==> config.mk <==
export PLATFORM = sky130hd
export DESIGN_NAME = fetch_latency_tracker_flat
export DESIGN_NICKNAME = d
export VERILOG_FILES = /design/src/rtl/fetch_latency_tracker_pkg.sv /design/src/rtl/fetch_latency_tracker_if.sv /design/src/rtl/fetch_latency_queue.sv /design/src/rtl/fetch_latency_tracker.sv /design/src/flat_wrapper.sv
export SDC_FILE = /design/constraint.sdc
export NUM_CORES = 1
export LEC_CHECK = 0
export CAP_MARGIN = 20
export CELL_PAD_IN_SITES_DETAIL_PLACEMENT = 0
export CELL_PAD_IN_SITES_GLOBAL_PLACEMENT = 1
export CORE_UTILIZATION = 26
export CTS_CLUSTER_DIAMETER = 120
export CTS_CLUSTER_SIZE = 8
export DETAILED_ROUTE_END_ITERATION = 10
export GPL_ROUTABILITY_DRIVEN = 0
export MAX_ROUTING_LAYER = met4
export PLACE_DENSITY_LB_ADDON = 0.2
export SYNTH_ARGS = -nofsm -noshare
export SYNTH_HDL_FRONTEND = slang
export SYNTH_SLANG_ARGS = --single-unit
==> constraint.sdc <==
create_clock -name clk -period 6.66 [get_ports clk]
set_input_delay 1.332 -clock clk [delete_from_list [all_inputs] [get_ports clk]]
set_output_delay 1.332 -clock clk [all_outputs]
set_load 0.02 [all_outputs]
==> src/rtl/fetch_latency_tracker_pkg.sv <==
// rtl/fetch_latency_tracker_pkg.sv - shared constants and types for the fetch-to-commit latency tracker
package fetch_latency_tracker_pkg;

    localparam int FETCH_LAT_CNT_WIDTH    = 32;
    localparam int FETCH_LAT_QUEUE_DEPTH  = 16;
    localparam int FETCH_LAT_HIST_BUCKETS = 8;
    localparam int FETCH_LAT_PTR_WIDTH    = $clog2(FETCH_LAT_QUEUE_DEPTH);

    typedef logic [FETCH_LAT_CNT_WIDTH-1:0] fetch_latency_count_t;
    typedef logic [FETCH_LAT_PTR_WIDTH-1:0] fetch_lat_ptr_t;
    typedef logic [FETCH_LAT_PTR_WIDTH:0]   fetch_lat_occ_t;

endpackage

==> src/rtl/fetch_latency_tracker_if.sv <==
// rtl/fetch_latency_tracker_if.sv - fetch/commit event and statistics bundle; latency_hist present under FETCH_LATENCY_HISTOGRAM_EN
interface fetch_latency_tracker_if
    import fetch_latency_tracker_pkg::*;
#(
    parameter int FETCH_WIDTH = 2,
    parameter int CNT_WIDTH   = FETCH_LAT_CNT_WIDTH
) ();

    logic                   fetch_valid;
    logic [FETCH_WIDTH-1:0] fetch_hit;
    logic                   commit_pop;
    logic                   flush;
    logic [CNT_WIDTH-1:0]   cycle_counter;
    logic [CNT_WIDTH-1:0]   head_begin_cycle;
    logic [CNT_WIDTH-1:0]   latency_total;
    logic [CNT_WIDTH-1:0]   latency_max;
    logic [CNT_WIDTH-1:0]   group_count;
    logic                   full;
    logic                   empty;
    logic [CNT_WIDTH-1:0]   drop_count;
`ifdef FETCH_LATENCY_HISTOGRAM_EN
    logic [FETCH_LAT_HIST_BUCKETS-1:0][CNT_WIDTH-1:0] latency_hist;
`endif

    modport master (
        output fetch_valid, fetch_hit, commit_pop, flush,
        input  cycle_counter, head_begin_cycle, latency_total, latency_max,
               group_count, full, empty, drop_count
`ifdef FETCH_LATENCY_HISTOGRAM_EN
        , input latency_hist
`endif
    );

    modport slave (
        input  fetch_valid, fetch_hit, commit_pop, flush,
        output cycle_counter, head_begin_cycle, latency_total, latency_max,
               group_count, full, empty, drop_count
`ifdef FETCH_LATENCY_HISTOGRAM_EN
        , output latency_hist
`endif
    );

endinterface

==> src/rtl/fetch_latency_queue.sv <==
// rtl/fetch_latency_queue.sv - circular tag FIFO holding begin cycles of in-flight fetch groups
module fetch_latency_queue #(
    parameter int DEPTH = 16,
    parameter int WIDTH = 32
) (
    input  logic                     clk,
    input  logic                     rst,
    input  logic                     push,
    input  logic                     pop,
    input  logic                     flush,
    input  logic [WIDTH-1:0]         push_data,
    output logic [WIDTH-1:0]         head,
    output logic                     full,
    output logic                     empty,
    output logic [$clog2(DEPTH):0]   occupancy
);

    localparam int PTR_WIDTH = $clog2(DEPTH);

    logic [WIDTH-1:0]     mem [DEPTH];
    logic [PTR_WIDTH-1:0] wr_ptr;
    logic [PTR_WIDTH-1:0] rd_ptr;
    logic                 do_push;
    logic                 do_pop;

    // A push into a full queue is accepted only when the head leaves in the same cycle.
    assign do_pop  = pop && !empty && !flush;
    assign do_push = push && !flush && (!full || do_pop);

    assign empty = (occupancy == '0);
    assign full  = (occupancy == (PTR_WIDTH+1)'(DEPTH));
    assign head  = mem[rd_ptr];

    always_ff @(posedge clk) begin
        if (rst || flush) begin
            wr_ptr    <= '0;
            rd_ptr    <= '0;
            occupancy <= '0;
        end else begin
            if (do_push)
                wr_ptr <= wr_ptr + PTR_WIDTH'(1);
            if (do_pop)
                rd_ptr <= rd_ptr + PTR_WIDTH'(1);
            case ({do_push, do_pop})
                2'b10:   occupancy <= occupancy + (PTR_WIDTH+1)'(1);
                2'b01:   occupancy <= occupancy - (PTR_WIDTH+1)'(1);
                default: occupancy <= occupancy;
            endcase
        end
    end

    always_ff @(posedge clk) begin
        if (do_push)
            mem[wr_ptr] <= push_data;
    end

endmodule

==> src/rtl/fetch_latency_tracker.sv <==
// rtl/fetch_latency_tracker.sv - fetch-to-commit latency statistics; log2 histogram under FETCH_LATENCY_HISTOGRAM_EN
module fetch_latency_tracker
    import fetch_latency_tracker_pkg::*;
#(
    parameter int FETCH_WIDTH = 2,
    parameter int QUEUE_DEPTH = FETCH_LAT_QUEUE_DEPTH,
    parameter int CNT_WIDTH   = FETCH_LAT_CNT_WIDTH
) (
    input  logic                    clk,
    input  logic                    rst,
    fetch_latency_tracker_if.slave  bus
);

    localparam int OCC_WIDTH = $clog2(QUEUE_DEPTH) + 1;

    logic [CNT_WIDTH-1:0]   cycle_counter;
    logic [CNT_WIDTH-1:0]   latency_total;
    logic [CNT_WIDTH-1:0]   latency_max;
    logic [CNT_WIDTH-1:0]   group_count;
    logic [CNT_WIDTH-1:0]   drop_count;
    logic [CNT_WIDTH-1:0]   q_head;
    logic [CNT_WIDTH-1:0]   latency;
    logic [CNT_WIDTH:0]     total_sum;
    logic [FETCH_WIDTH-1:0] lane_hit;
    logic [OCC_WIDTH-1:0]   q_occupancy;
    logic                   q_full;
    logic                   q_empty;
    logic                   push_req;
    logic                   pop_ok;
    logic                   drop;

    assign lane_hit = bus.fetch_hit;
    assign push_req = bus.fetch_valid && (|lane_hit) && !bus.flush;
    assign pop_ok   = bus.commit_pop && !q_empty && !bus.flush;
    assign drop     = push_req && q_full && !pop_ok;

    // Modular subtraction keeps the latency correct across a counter wrap.
    assign latency   = cycle_counter - q_head;
    assign total_sum = {1'b0, latency_total} + {1'b0, latency};

    fetch_latency_queue #(
        .DEPTH (QUEUE_DEPTH),
        .WIDTH (CNT_WIDTH)
    ) u_queue (
        .clk       (clk),
        .rst       (rst),
        .push      (push_req),
        .pop       (bus.commit_pop),
        .flush     (bus.flush),
        .push_data (cycle_counter),
        .head      (q_head),
        .full      (q_full),
        .empty     (q_empty),
        .occupancy (q_occupancy)
    );

    assert property (@(posedge clk) disable iff (rst) q_occupancy <= OCC_WIDTH'(QUEUE_DEPTH));

    always_ff @(posedge clk) begin
        if (rst) begin
            cycle_counter <= '0;
            latency_total <= '0;
            latency_max   <= '0;
            group_count   <= '0;
            drop_count    <= '0;
        end else begin
            cycle_counter <= cycle_counter + CNT_WIDTH'(1);
            if (drop && !(&drop_count))
                drop_count <= drop_count + CNT_WIDTH'(1);
            if (pop_ok) begin
                latency_total <= total_sum[CNT_WIDTH] ? '1 : total_sum[CNT_WIDTH-1:0];
                if (!(&group_count))
                    group_count <= group_count + CNT_WIDTH'(1);
                if (latency > latency_max)
                    latency_max <= latency;
            end
        end
    end

`ifdef FETCH_LATENCY_HISTOGRAM_EN
    localparam int HIDX_WIDTH = $clog2(FETCH_LAT_HIST_BUCKETS);

    logic [FETCH_LAT_HIST_BUCKETS-1:0][CNT_WIDTH-1:0] latency_hist;
    logic [HIDX_WIDTH-1:0]                            hist_idx;

    // Bucket = floor(log2(latency)), with 0 folded into bucket 0 and the top bucket open-ended.
    always_comb begin
        hist_idx = '0;
        for (int k = 1; k < FETCH_LAT_HIST_BUCKETS; k++) begin
            if (latency >= (CNT_WIDTH'(1) << k))
                hist_idx = HIDX_WIDTH'(k);
        end
    end

    always_ff @(posedge clk) begin
        if (rst)
            latency_hist <= '0;
        else if (pop_ok && !(&latency_hist[hist_idx]))
            latency_hist[hist_idx] <= latency_hist[hist_idx] + CNT_WIDTH'(1);
    end

    assign bus.latency_hist = latency_hist;
`endif

    assign bus.cycle_counter    = cycle_counter;
    assign bus.head_begin_cycle = q_empty ? '0 : q_head;
    assign bus.latency_total    = latency_total;
    assign bus.latency_max      = latency_max;
    assign bus.group_count      = group_count;
    assign bus.drop_count       = drop_count;
    assign bus.full             = q_full;
    assign bus.empty            = q_empty;

endmodule

==> src/flat_wrapper.sv <==
// flat-port wrapper written by rule: the top's interface ports become plain ports
module fetch_latency_tracker_flat import fetch_latency_tracker_pkg::*;
#(
    parameter int FETCH_WIDTH = 2,
    parameter int QUEUE_DEPTH = FETCH_LAT_QUEUE_DEPTH,
    parameter int CNT_WIDTH   = FETCH_LAT_CNT_WIDTH
)
  (clk, rst, bus_fetch_valid, bus_fetch_hit, bus_commit_pop, bus_flush, bus_cycle_counter, bus_head_begin_cycle, bus_latency_total, bus_latency_max, bus_group_count, bus_full, bus_empty, bus_drop_count);
  fetch_latency_tracker_if #(.FETCH_WIDTH(FETCH_WIDTH), .CNT_WIDTH(CNT_WIDTH)) bus_i ();
  input  logic clk;
  input  logic rst;
  input wire logic [$bits(bus_i.fetch_valid)-1:0] bus_fetch_valid;
  input wire logic [$bits(bus_i.fetch_hit)-1:0] bus_fetch_hit;
  input wire logic [$bits(bus_i.commit_pop)-1:0] bus_commit_pop;
  input wire logic [$bits(bus_i.flush)-1:0] bus_flush;
  output wire logic [$bits(bus_i.cycle_counter)-1:0] bus_cycle_counter;
  output wire logic [$bits(bus_i.head_begin_cycle)-1:0] bus_head_begin_cycle;
  output wire logic [$bits(bus_i.latency_total)-1:0] bus_latency_total;
  output wire logic [$bits(bus_i.latency_max)-1:0] bus_latency_max;
  output wire logic [$bits(bus_i.group_count)-1:0] bus_group_count;
  output wire logic [$bits(bus_i.full)-1:0] bus_full;
  output wire logic [$bits(bus_i.empty)-1:0] bus_empty;
  output wire logic [$bits(bus_i.drop_count)-1:0] bus_drop_count;
  assign bus_i.fetch_valid = bus_fetch_valid;
  assign bus_i.fetch_hit = bus_fetch_hit;
  assign bus_i.commit_pop = bus_commit_pop;
  assign bus_i.flush = bus_flush;
  assign bus_cycle_counter = bus_i.cycle_counter;
  assign bus_head_begin_cycle = bus_i.head_begin_cycle;
  assign bus_latency_total = bus_i.latency_total;
  assign bus_latency_max = bus_i.latency_max;
  assign bus_group_count = bus_i.group_count;
  assign bus_full = bus_i.full;
  assign bus_empty = bus_i.empty;
  assign bus_drop_count = bus_i.drop_count;
  fetch_latency_tracker #(.FETCH_WIDTH(FETCH_WIDTH), .QUEUE_DEPTH(QUEUE_DEPTH), .CNT_WIDTH(CNT_WIDTH)) u_core (.clk(clk), .rst(rst), .bus(bus_i));
endmodule
==> results.txt <==
Nature of the critical path endpoint: flop
Diodes inserted: 0
Num ports: 201
DRT iter0 DRCs: 1381
Synth top area share: 50.2%
Hold Path Class: reg -> reg
Net Count, Synth: 2267
Crit path time final: 6260 ps
Mean cell area of the mapped netlist: 14.2 sq um
CP Launch Type: flop
H-Tree Depth: 3
Clock Sinks: 689
Sequential cell area fraction in the yosys report: 61.8%
CP max FO: 25
Initial antenna violation count: 0
Area Overhead vs Synth: 23.9%
PostCTS Resize Cnt: 0
Clk_lat worst skew: 670 ps
Status: complete, no violations
Fin crit share: 94.0%
Top post-synthesis cells by area: edfxtp_1, mux4_2, dfxtp_1
Total Power: 9.51 mW
# port buffers: 200
Clock Pin Slew Worst Setup and Hold Paths: 60 ps
Final slew viol count: 0
Number of flops mapped to enable cells by yosys: 512
First-pass GRT wire length: 134000 um
Cts bufs inserted: 96
Post-route ant nets: 0
Yosys cell types: 71
Drt via density: 4.71
Worst Skew: 32.2 ps
Width of the die: 345 um
Drt first pass iters: 5
Vias in the first global route: 19604
HPWL Detailed: 58900 um
Worst setup path class: reg -> reg
Leak: 12.8 nW
CTS tree: yes
Largest net degree at the start of global routing: 64
DR vias: 19090
Per-cell routed wire length: 22.4 um
Worst Path Required: 7160 ps
YS warnings: 0
DIE HEIGHT: 345 um
Remaining Overflow, GRT: 0
Cell depth of the worst hold path: 2
CP Data Arrival Time: 6760 ps
Layout cells sized above 1: 17.3%
Starting Density: 26.3%
Slew headroom: 24.3%
# rows: 125
Maxcap violations: 0
Final setup fails: 0
Most common library cells after synthesis: edfxtp_1, nor2_1, dfxtp_1
Worst vdd ir: 178 uV
Post-route DRC: 0
Core area: 117000 sq um
Main flop type after synthesis: edfxtp_1
Root Driver: clkbuf_16
Fin worst setup slack: 398 ps
Highest clock rate: 160 MHz
Fin nets: 2574
DRT Wirelength: 91000 um
Area leader, netlist: edfxtp_1
Synth Cell Area: 30600 sq um
PwrDens: 251 nW/um^2
Register bit total from synthesis: 689
Tot GR Track Use: 15.5%
Dpl ws: 208 ps
Final hold viol count: 0
Worst-Margin Slew: 1130 ps
Count leader, synth: edfxtp_1
Bufs on Longest Clock Path: 3
Fillers: 11359
Ys async rst share: 0%
Die ar.: 119000 sq um
Hold-fix buffers, CTS: 0
Depth of the worst register-to-register path: 24
Post-Synthesis Cells: 2151
Post-CTS setup buffers: 0
area by class of cell:
type	instances	area [sq um]	area share (%)
flip-flops and latches	689	18900	49.9
clock buffers	159	2640	6.95
inverters	101	383	1.01
clock inverters	9	134	0.353
repair buffers	291	2820	7.43
multi-input cells	1279	11100	29.3
well taps	1524	1910	5.03
report_power, final:
part,switching (mW),internal (mW)
registers,0.0133,4.58
logic,0.215,0.135
clock network,1.88,2.69
total,2.10,7.41
worst paths after layout:
check	from	endpoint	slack (ps)
max reg2reg	flop	u_core.bus.latency_max[23]$_SDFFE_PP0P_	400
max	flop	u_core.bus.latency_max[23]$_SDFFE_PP0P_	400
min	u_core.bus.latency_max[26]$_SDFFE_PP0P_	u_core.bus.latency_max[26]$_SDFFE_PP0P_	480
min reg2reg	u_core.bus.latency_max[26]$_SDFFE_PP0P_	u_core.bus.latency_max[26]$_SDFFE_PP0P_	480
registers in the layout (all words and copies together), names as in the netlist, named ones only:
signal and count:
u_core.u_queue.occupancy 5, u_core.bus.drop_count 32, u_core.u_queue.rd_ptr 4, u_core.bus.group_count 32
u_core.u_queue.mem 512, u_core.bus.latency_total 32, u_core.bus.latency_max 32, u_core.bus.cycle_counter 32
u_core.u_queue.wr_ptr 4
per-layer routing:
metal | up-vias | GRT usage [%] | share of wire [%]
met3 | 95 | 2.39 | 4.3
li1 | 8781 | - | -
met4 | 0 | 3.71 | 1.6
met5 | - | - | 0
met1 | 9787 | 20.7 | 46
met2 | 427 | 24.8 | 48
critical path, cell delays in order (launching register included):
cell        delay [ps]
dfxtp_4            390
buf_12             240
mux4_2             540
mux4_2             490
inv_1              230
ha_1               300
nand2_2            110
o211ai_1           200
a21oi_1            120
or4_1              510
o21ba_1            230
o21ai_2            130
o21ai_2            120
o21ai_0            240
xor2_1             310
ha_1               310
a21o_1             180
a21o_1             170
a21oi_1            150
o211ai_1           150
o21ai_4            300
clkinvlp_4         280
buf_12             210
nand2_1             60
a21oi_1             60
placed cells by master (no fill, tap or decap), types with 5 or more instances in the layout:
master,netlist,layout
nor2_4,0,13
o21bai_1,10,10
o21a_1,8,8
nor3_1,22,18
a21oi_1,112,111
nor4_1,5,5
clkbuf_16,0,96
and3_1,21,21
or3_1,16,16
a211oi_1,15,15
and2_1,12,12
mux2i_1,10,10
nand3_1,49,49
a21o_1,30,30
nor2b_1,14,14
and4_1,11,11
dfxtp_1,177,173
a2111oi_0,6,6
a31oi_1,9,9
mux4_2,159,159
nand2_1,114,114
xor2_1,92,91
ha_1,106,105
clkdlybuf4s50_1,0,199
inv_1,101,100
buf_12,0,11
o211ai_1,8,8
nor2_1,189,175
buf_4,2,81
xnor2_1,57,57
a21oi_2,30,31
o21ai_0,82,81
nand2b_1,7,7
nand4_1,35,35
nor3_2,1,5
clkbuf_1,56,63
edfxtp_1,512,512
through the flow:
step,TNS [ps],cells,hold WS [ps],instance area [sq um],util [%]
6_report,0,4052,476,37900,32.6
5_1_grt,-3.44,4052,513,37900,32.6
4_1_cts,0,4052,477,37900,32.5
3_5_place_dp,0,3884,468,35100,30.2
3_3_place_gp,0,3884,470,35100,30.2
2_1_floorplan,0,2151,484,30600,-
cells by family (layout without fill, tap and decap cells):
| kind of cell | Yosys count | in the layout | synth area share, % |
|---|---|---|---|
| fa+ha+maj | 109 | 109 | 4.53 |
| flops | 689 | 689 | 61.8 |
| mux | 169 | 169 | 12.0 |
| buf+inv | 183 | 560 | 2.39 |
| xor+xnor | 149 | 149 | 4.26 |
| simple gates | 509 | 509 | 7.83 |
| compound gates | 343 | 343 | 7.23 |
Power figures use the tool's default switching activity.
